==> config.mk <==
export PLATFORM = sky130hd
export DESIGN_NAME = pipe_sequencer_flat
export DESIGN_NICKNAME = d
export VERILOG_FILES = /design/src/rtl/pipe_sequencer_if.sv /design/src/rtl/pipe_sequencer.sv /design/src/flat_wrapper.sv
export SDC_FILE = /design/constraint.sdc
export NUM_CORES = 1
export LEC_CHECK = 0
export CAP_MARGIN = 10
export CORE_MARGIN = 5
export CORE_UTILIZATION = 40
export CTS_CLUSTER_DIAMETER = 40
export DETAILED_ROUTE_END_ITERATION = 8
export GPL_TIMING_DRIVEN = 0
export PLACE_DENSITY = 0.77
export SETUP_SLACK_MARGIN = 0.3
export SYNTH_ARGS = -nofsm -noshare
export SYNTH_HDL_FRONTEND = slang
export SYNTH_SLANG_ARGS = --single-unit
==> constraint.sdc <==
create_clock -name clk -period 2.95 [get_ports clk]
set_input_delay 0.7375 -clock clk [delete_from_list [all_inputs] [get_ports clk]]
set_output_delay 0.7375 -clock clk [all_outputs]
set_load 0.1 [all_outputs]
==> src/rtl/pipe_sequencer_if.sv <==
// Sequencer <-> datapath bundle: fetch controls in, PC/valid/status out.
interface pipe_sequencer_if #(
    parameter int XLEN   = 32,
    parameter int STAGES = 5,
    parameter int EXC_W  = 8,
    parameter int CNT_W  = 64
);
    logic              stall_in;
    logic              br_enable;
    logic [XLEN-1:0]   br_target;
    logic              halt_req;
    logic [EXC_W-1:0]  wb_exception;
    logic [XLEN-1:0]   pc_if;
    logic [STAGES-1:0] pc_valid;
    logic              br_trigger;
    logic              halted;
    logic [EXC_W-1:0]  halt_cause;
    logic [CNT_W-1:0]  cycle_count;
    logic [CNT_W-1:0]  retired_count;

    modport master (
        input  stall_in, br_enable, br_target,
        input  halt_req, wb_exception,
        output pc_if, pc_valid, br_trigger,
        output halted, halt_cause,
        output cycle_count, retired_count
    );

    modport slave (
        output stall_in, br_enable, br_target,
        output halt_req, wb_exception,
        input  pc_if, pc_valid, br_trigger,
        input  halted, halt_cause,
        input  cycle_count, retired_count
    );
endinterface

==> src/rtl/pipe_sequencer.sv <==
// Fetch PC, per-stage valid tracking, squash/stall/halt/drain sequencing
// and cycle/retire counters for the pipelined MIPS core.
module pipe_sequencer #(
    parameter int               XLEN      = 32,
    parameter logic [XLEN-1:0]  RESET_PC  = 32'h00003000,
    parameter int               STAGES    = 5,
    parameter int               BR_SHADOW = 1,
    parameter int               EXC_W     = 8,
    parameter logic [EXC_W-1:0] EXC_STALL = 8'h01,
    parameter int               CNT_W     = 64
) (
    input logic               clk,
    input logic               rst,
    pipe_sequencer_if.master  bus
);
    localparam logic [1:0] S_RUN   = 2'd0;
    localparam logic [1:0] S_DRAIN = 2'd1;
    localparam logic [1:0] S_HALT  = 2'd2;

    localparam logic [STAGES-1:0] BR_KEEP =
        {STAGES{1'b1}} << BR_SHADOW;

    logic [1:0]        r_state;
    logic [XLEN-1:0]   r_pc;
    logic [STAGES-1:0] r_pv;
    logic              r_brt;
    logic              r_halted;
    logic [EXC_W-1:0]  r_cause;
    logic [CNT_W-1:0]  r_cyc;
    logic [CNT_W-1:0]  r_ret;

    logic              w_last;
    logic              w_exc;
    logic              w_retire;
    logic [STAGES-1:0] w_pv_lin;
    logic [STAGES-1:0] w_pv_drain;
    logic [STAGES-1:0] w_pv_stall;

    assign w_last   = r_pv[STAGES-1];
    assign w_exc    = w_last
                   && (bus.wb_exception != '0)
                   && (bus.wb_exception != EXC_STALL);
    assign w_retire = w_last && !w_exc;

    assign w_pv_lin   = {r_pv[STAGES-2:0], 1'b1};
    assign w_pv_drain = {r_pv[STAGES-2:0], 1'b0};

    // Stall: stage 0 holds its instruction, a bubble enters stage 1.
    always_comb begin
        w_pv_stall    = w_pv_drain;
        w_pv_stall[1] = 1'b0;
        w_pv_stall[0] = r_pv[0];
    end

    always_ff @(posedge clk) begin
        if (rst) begin
            r_state  <= S_RUN;
            r_pc     <= RESET_PC;
            r_pv     <= '0;
            r_brt    <= 1'b0;
            r_halted <= 1'b0;
            r_cause  <= '0;
            r_cyc    <= CNT_W'(1);
            r_ret    <= '0;
        end else if (r_state != S_HALT) begin
            r_cyc <= r_cyc + CNT_W'(1);
            r_brt <= 1'b0;
            if (w_retire)
                r_ret <= r_ret + CNT_W'(1);
            if (w_exc) begin
                r_state  <= S_HALT;
                r_halted <= 1'b1;
                r_cause  <= bus.wb_exception;
                r_pv     <= '0;
            end else if (r_state == S_DRAIN) begin
                r_pv <= w_pv_drain;
                if (w_pv_drain == '0) begin
                    r_state  <= S_HALT;
                    r_halted <= 1'b1;
                    r_cause  <= '0;
                end
            end else begin
                if (bus.halt_req)
                    r_state <= S_DRAIN;
                if (bus.stall_in) begin
                    r_pv <= w_pv_stall;
                end else if (bus.br_enable) begin
                    r_pc  <= bus.br_target;
                    r_brt <= 1'b1;
                    r_pv  <= w_pv_lin & BR_KEEP;
                end else begin
                    r_pc <= r_pc + XLEN'(4);
                    r_pv <= w_pv_lin;
                end
            end
        end
    end

    assign bus.pc_if         = r_pc;
    assign bus.pc_valid      = r_pv;
    assign bus.br_trigger    = r_brt;
    assign bus.halted        = r_halted;
    assign bus.halt_cause    = r_cause;
    assign bus.cycle_count   = r_cyc;
    assign bus.retired_count = r_ret;
endmodule

==> src/flat_wrapper.sv <==
// flat-port wrapper written by rule: the top's interface ports become plain ports
module pipe_sequencer_flat 
#(
    parameter int               XLEN      = 32,
    parameter logic [XLEN-1:0]  RESET_PC  = 32'h00003000,
    parameter int               STAGES    = 5,
    parameter int               BR_SHADOW = 1,
    parameter int               EXC_W     = 8,
    parameter logic [EXC_W-1:0] EXC_STALL = 8'h01,
    parameter int               CNT_W     = 64
)
  (clk, rst, bus_stall_in, bus_br_enable, bus_br_target, bus_halt_req, bus_wb_exception, bus_pc_if, bus_pc_valid, bus_br_trigger, bus_halted, bus_halt_cause, bus_cycle_count, bus_retired_count);
  pipe_sequencer_if #(.XLEN(XLEN), .STAGES(STAGES), .EXC_W(EXC_W), .CNT_W(CNT_W)) bus_i ();
  input logic clk;
  input logic rst;
  input wire logic [$bits(bus_i.stall_in)-1:0] bus_stall_in;
  input wire logic [$bits(bus_i.br_enable)-1:0] bus_br_enable;
  input wire logic [$bits(bus_i.br_target)-1:0] bus_br_target;
  input wire logic [$bits(bus_i.halt_req)-1:0] bus_halt_req;
  input wire logic [$bits(bus_i.wb_exception)-1:0] bus_wb_exception;
  output wire logic [$bits(bus_i.pc_if)-1:0] bus_pc_if;
  output wire logic [$bits(bus_i.pc_valid)-1:0] bus_pc_valid;
  output wire logic [$bits(bus_i.br_trigger)-1:0] bus_br_trigger;
  output wire logic [$bits(bus_i.halted)-1:0] bus_halted;
  output wire logic [$bits(bus_i.halt_cause)-1:0] bus_halt_cause;
  output wire logic [$bits(bus_i.cycle_count)-1:0] bus_cycle_count;
  output wire logic [$bits(bus_i.retired_count)-1:0] bus_retired_count;
  assign bus_i.stall_in = bus_stall_in;
  assign bus_i.br_enable = bus_br_enable;
  assign bus_i.br_target = bus_br_target;
  assign bus_i.halt_req = bus_halt_req;
  assign bus_i.wb_exception = bus_wb_exception;
  assign bus_pc_if = bus_i.pc_if;
  assign bus_pc_valid = bus_i.pc_valid;
  assign bus_br_trigger = bus_i.br_trigger;
  assign bus_halted = bus_i.halted;
  assign bus_halt_cause = bus_i.halt_cause;
  assign bus_cycle_count = bus_i.cycle_count;
  assign bus_retired_count = bus_i.retired_count;
  pipe_sequencer #(.XLEN(XLEN), .RESET_PC(RESET_PC), .STAGES(STAGES), .BR_SHADOW(BR_SHADOW), .EXC_W(EXC_W), .EXC_STALL(EXC_STALL), .CNT_W(CNT_W)) u_core (.clk(clk), .rst(rst), .bus(bus_i));
endmodule
## Word level (Yosys, flattened, before mapping)

Cells that the tools add are included.

- Flip-flop bits (word level): 177
- Input port bits: 45
- Output and inout bits: 175
- Word-level logic and storage cells: 53

- Add/sub/neg operators: 3
- Equality and inequality tests: 5
- Mux-type cells: 19
- Bitwise logic cells: 3
- Reduce and logical (&&, ||, !) cells: 14

Operators by type and width:

| kind | count |
|---|---|
| adder 64 x 1 -> 64 bit (second input constant) | 2 |
| adder 32 x 3 -> 32 bit (second input constant) | 1 |
| two-way mux 32 bit | 1 |
| two-way mux 8 bit | 3 |
| two-way mux 2 bit | 6 |
| two-way mux 1 bit | 8 |
| != test 8 x 1 -> 1 bit (second input constant) | 1 |
| nonzero test 8 bit | 1 |
| AND reduction 3 bit | 2 |
| logical NOT 5 bit | 1 |
| two-way mux 5 bit | 1 |
| AND reduction 2 bit | 2 |
| AND reduction 4 bit | 1 |
| nonzero test 2 bit | 2 |
| logical AND 1 bit | 3 |
| != test 3 x 1 -> 1 bit (second input constant) | 1 |
| != test 3 x 2 -> 1 bit (second input constant) | 1 |
| NOT 1 bit | 3 |
| nonzero test 3 bit | 1 |
| == test 2 x 1 -> 1 bit (second input constant) | 1 |
| != test 2 bit (second input constant) | 1 |
| logical NOT 1 bit | 1 |

## Depth between registers and ports, before layout

Gate-level depths: netlist (run 1).

- Depth after elaboration: 6
- Gate-level depth with buffers: 9

## Worst setup path after synthesis (run 1)

OpenSTA, ideal clock, no wires.

- Path kind: flip-flop to flip-flop
- From: reg u_core.r_cyc[10] (netlist: u_core.bus.cycle_count[10])
- To: reg u_core.r_cyc[53] (netlist: u_core.bus.cycle_count[53])
- Setup time: 70 ps
- Arrival time: 3254 ps
- Required time: 2880 ps
- Setup slack: -375 ps
- Stages on the path, launching flop included: 8
- Buffers on the path: 2
- Clock period less this slack: 3325 ps
- Cells stage by stage: dfxtp_1 > nand4_1 > or4_1 > buf_2 > or4_4 > buf_6 > or4_1 > a21oi_1

- Longest elaborated chain between the ends: 1

Ends and longest elaborated chain:

| element | line | RTL |
|---|---|---|
| start, declared | pipe_sequencer.sv:29 | `logic [CNT_W-1:0] r_cyc;` |
| start signal, assigned | pipe_sequencer.sv:66 | `r_cyc <= r_cyc + CNT_W'(1);` |
| adder 64 x 1 -> 64 bit | pipe_sequencer.sv:66 |  |

Every way passes these cells.
A chain may end at the register's enable or synchronous reset.

## Worst setup path after layout (run 1)

- From: in bus_wb_exception[5]
- To: reg u_core.r_ret[49] (netlist: u_core.bus.retired_count[49])

- Longest elaborated chain between the ends: 6
- Elaborated cells between the ends (all ways): 7
- Those cells by class: eq/ne: 1; reduce/logical: 6

Ends and longest elaborated chain:

| element | line | RTL |
|---|---|---|
| start, declared | flat_wrapper.sv:20 | `input wire logic [$bits(bus_i.wb_exception)-1:0] bus_wb_exception;` |
| nonzero test 8 bit | pipe_sequencer.sv:41 | `&& (bus.wb_exception != '0)` |
| logical AND 1 bit | pipe_sequencer.sv:41 |  |
| logical AND 1 bit (*) | pipe_sequencer.sv:42 | `&& (bus.wb_exception != EXC_STALL);` |
| logical NOT 1 bit (*) | pipe_sequencer.sv:43 | `assign w_retire = w_last && !w_exc;` |
| logical AND 1 bit (*) | pipe_sequencer.sv:43 |  |
| AND reduction 2 bit (no source line) (*) | - |  |
| end signal, assigned | pipe_sequencer.sv:69 | `r_ret <= r_ret + CNT_W'(1);` |
| end, declared | pipe_sequencer.sv:30 | `logic [CNT_W-1:0] r_ret;` |

Mark *: on every way between the ends. The rest lies on a longest branch, timed or not.

==> results.json, run 1 <==
{
  "outcome": "finished, final reports clean",
  "drc": 0,
  "slew_violations": 0,
  "synthCells": 1133,
  "holdCritPathClass": "register to register",
  "core_sq_mm": 0.0220,
  "finClkSkew_ps": 11.6,
  "yosys_warnings": 0,
  "die_area_sq_mm": 0.0256,
  "synthArstFlopShare_pct": 0,
  "antenna_found_initial": 0,
  "clk_path_buf_depth": 2,
  "initial_utilization_pct": 40.9,
  "syn_nets": 1181,
  "total_power_w": 0.00587,
  "pre_cts_ws_ps": -728,
  "viasPerCell": 6.01,
  "yosys-top-cells-area": "dfxtp_1 39%, a21oi_1 5.3%, nand4_1 4.9%",
  "path_clk_slew_ps": 70,
  "cp_data_arrival_time_ps": 2990,
  "synth_top_area_share_pct": 39.4,
  "die_y_um": 160,
  "synth_seq_cells": 177,
  "ant_nets": 0,
  "htree_levels": 4,
  "postCtsHoldBufs": 0,
  "rsz0062_at_grt": "true",
  "gr-total-overflow": 0,
  "cts_buffers": 17,
  "crit_buf_inv": 3,
  "portBuffers": 217,
  "synth_ff_type": "dfxtp_1",
  "holdWs_ps": 474,
  "slowest_delay_ps": 540,
  "max_cap_viol_count": 0,
  "n_antenna_cell": 0,
  "die_w_um": 160,
  "final_cells": 1684,
  "critPathCaptureType": "register",
  "worst-slew-pin-transition_ps": 1060,
  "syn2layout_area_growth_pct": 39.8,
  "synth.distinct_cells": 57,
  "first_pass_iters": 5,
  "fin_tns_setup_ps": 0,
  "required_ps": 3300,
  "cts-root-buf": "clkbuf_16",
  "slew_headroom_pct": 29.9,
  "grt_pass1_vias": 9662,
  "vdd_drop_max_uv": 351,
  "clock-sinks": 177,
  "routed_wl_um": 33200,
  "drt_iter0_markers": 760,
  "rows": 54,
  "hold_viol": 0,
  "num_vias": 10115,
  "path_cells": "dlygate4sd2_1 > or4_4 > buf_8 > nor4_4 > nand4_1 > buf_4 > or4_1 > a21oi_1",
  "track_usage_pct": 25.0,
  "fmax_mhz": 379,
  "insertion_delay_ps": 430,
  "powerDensity_mw_per_mm2": 467,
  "io-pin-count": 220,
  "syn_area_per_cell_sq_um": 7.94,
  "p_leak_nw": 4.90,
  "critPathKind": "input pin to register",
  "fin_crit_ps": 2640,
  "ys_seq_area_share_pct": 39.4,
  "dp_hpwl_um": 24200,
  "cp_max_fo": 5,
  "synth_enable_flop_cells": 0,
  "syn_area_sq_mm": 0.00899,
  "grt_pass1_wl_um": 52600,
  "grt_max_degree": 17,
  "gp_congestion": 0.948,
  "drive_gt1_share_pct": 13.9,
  "period_share_pct": 89.5,
  "setup_ws_ps": 310,
  "dp_cells": 1630,
  "critical_path.top_delay_family": "simple AND/OR/NAND/NOR gates",
  "cp-start-kind": "input pin",
  "synth_top_area_cell": "dfxtp_1",
  "cts_tree": "yes",
  "fin_nets": 1439,
  "finalSetupViolations": 0,
  "detail_route.wl_per_cell_um": 19.7,
  "slowest_stage": "or4_4"
}
[registers in the layout (all words and copies together) (netlist names)]
| name | count |
|---|---|
| u_core.bus.halt_cause | 8 |
| u_core.bus.retired_count | 64 |
| u_core.bus.pc_valid | 5 |
| u_core.bus.pc_if | 32 |
| u_core.bus.cycle_count | 64 |
| u_core.bus.halted | 1 |
| u_core.bus.br_trigger | 1 |
| u_core.r_state | 2 |
[final cells by class]
class	instances	area, sq um
Tap cell	280	350
Inverter	28	105
Buffer	70	374
Sequential cell	177	3710
Fill cell	2052	9390
Timing Repair Buffer	239	2130
Clock inverter	8	126
Clock buffer	24	492
Multi-Input combinational cell	858	5290
[cells in the mapped netlist, types with 4 or more instances]
master and number:
a211oi_1 6, a21oi_1 96, a22o_1 5, a31oi_1 9
a32o_1 7, and2_1 10, and3_1 16, and4_1 13
clkbuf_1 65, dfxtp_1 177, inv_1 28, mux2_1 4
mux2_2 9, nand2_1 83, nand3_1 73, nand4_1 71
nor2_1 105, nor2b_1 14, nor3_1 26, nor4_1 42
o21ai_0 64, o311ai_0 4, o31ai_1 31, o41ai_1 7
or2_2 7, or3_1 32, or4_1 31, xnor2_1 29
xor2_1 22
[cell usage in the layout, fill, tap and decap left out, types with 5 or more instances in the layout]
cell	synthesis	final
dlygate4sd2_1	0	175
nor2_1	105	103
dfxtp_1	177	99
a21oi_1	96	94
nand2_1	83	82
nand3_1	73	72
nand4_1	71	71
o21ai_0	64	64
clkbuf_1	65	54
dfxtp_2	0	52
clkdlybuf4s50_1	0	37
or3_1	32	32
o31ai_1	31	31
nor4_1	42	30
or4_1	31	29
xnor2_1	29	29
inv_1	28	28
dfxtp_4	0	26
nor3_1	26	24
xor2_1	22	22
buf_4	0	21
clkbuf_16	0	17
and3_1	16	16
nor2b_1	14	14
and4_1	13	13
and2_1	10	10
a31oi_1	9	9
clkbuf_8	0	8
nor4_2	1	7
mux2_2	9	7
or2_2	7	7
o41ai_1	7	7
a32o_1	7	7
nor4_4	0	6
a211oi_1	6	6
clkbuf_4	0	5
buf_6	1	5
a22o_1	5	5
[what timing repair did]
action                                  CTS  global route
pin swaps                                 7            11
resized for setup                       222            32
buffers inserted                         14             8
endpoints found under the setup margin  268            73
[final timing paths]
kind	start	end	slack [ps]	cells past startpoint
worst min register to register	u_core.bus.halted$_SDFFE_PP0P_	u_core.bus.halted$_SDFFE_PP0P_	470	2
worst max-delay path	bus_wb_exception[5]	u_core.bus.retired_count[49]$_SDFFE_PP0P_	310	8
worst min-delay path	u_core.bus.halted$_SDFFE_PP0P_	u_core.bus.halted$_SDFFE_PP0P_	470	2
worst max register to register	u_core.bus.cycle_count[14]$_SDFFE_PP0N_	u_core.bus.cycle_count[53]$_SDFFE_PP0N_	330	7
[worst reg2reg max path: cells and delay by family, from the launching register on]
kind,cells,cell delay [ps]
AO/OA/AOI/OAI,1,130
buffers and inverters,2,330
flip-flops,1,380
AND/OR/NAND/NOR,4,1710
[per-layer routing]
metal	wire length, um	up-vias	global-route usage, %	part of all wire, %
li1	-	4755	-	-
met1	14200	4861	32.7	43
met2	15500	437	40.3	47
met3	2650	62	6.60	8.0
met4	895	0	7.98	2.7
met5	0	-	0	0
[cell families after synthesis]
logic type | after synthesis | share of synthesized area [%]
muxes | 16 | 1.96
adders and majority gates | 3 | 0.418
xor gates and xnor gates | 51 | 4.97
buffers and inverters | 98 | 4.22
AOI/OAI and AO/OA | 254 | 17.2
and+or+nand+nor | 534 | 31.8
DFF | 177 | 39.4
[stage by stage]
step / instance area (sq um) / util, %
detailed placement: 11700 / 53.4
global route: 12600 / 57.3
global placement: 11700 / 53.4
CTS: 12400 / 56.5
finish: 12600 / 57.3
floorplan: 9200 / -
[power breakdown]
part / internal (W) / switching [W] / leakage (nW) / total (W)
sequential: 0.00243 / 0.0000832 / 1.48 / 0.00251
clock: 0.00143 / 0.000983 / 0.301 / 0.00241
combinational: 0.000231 / 0.000711 / 3.12 / 0.000943
total: 0.00409 / 0.00178 / 4.90 / 0.00587
Power figures use the tool's default switching activity.
==> inputs of run 2 (changes only) <==
Settings changed: CAP_MARGIN 10 to not set.
==> results of run 2 <==
Same layout as run 1: the final DEF is identical, and so are final timing and power.
==> inputs of run 3 (changes only) <==
Settings changed: HOLD_SLACK_MARGIN set to 0.05.
==> results of run 3 <==
Same layout as run 1: the final DEF is identical, and so are final timing and power.
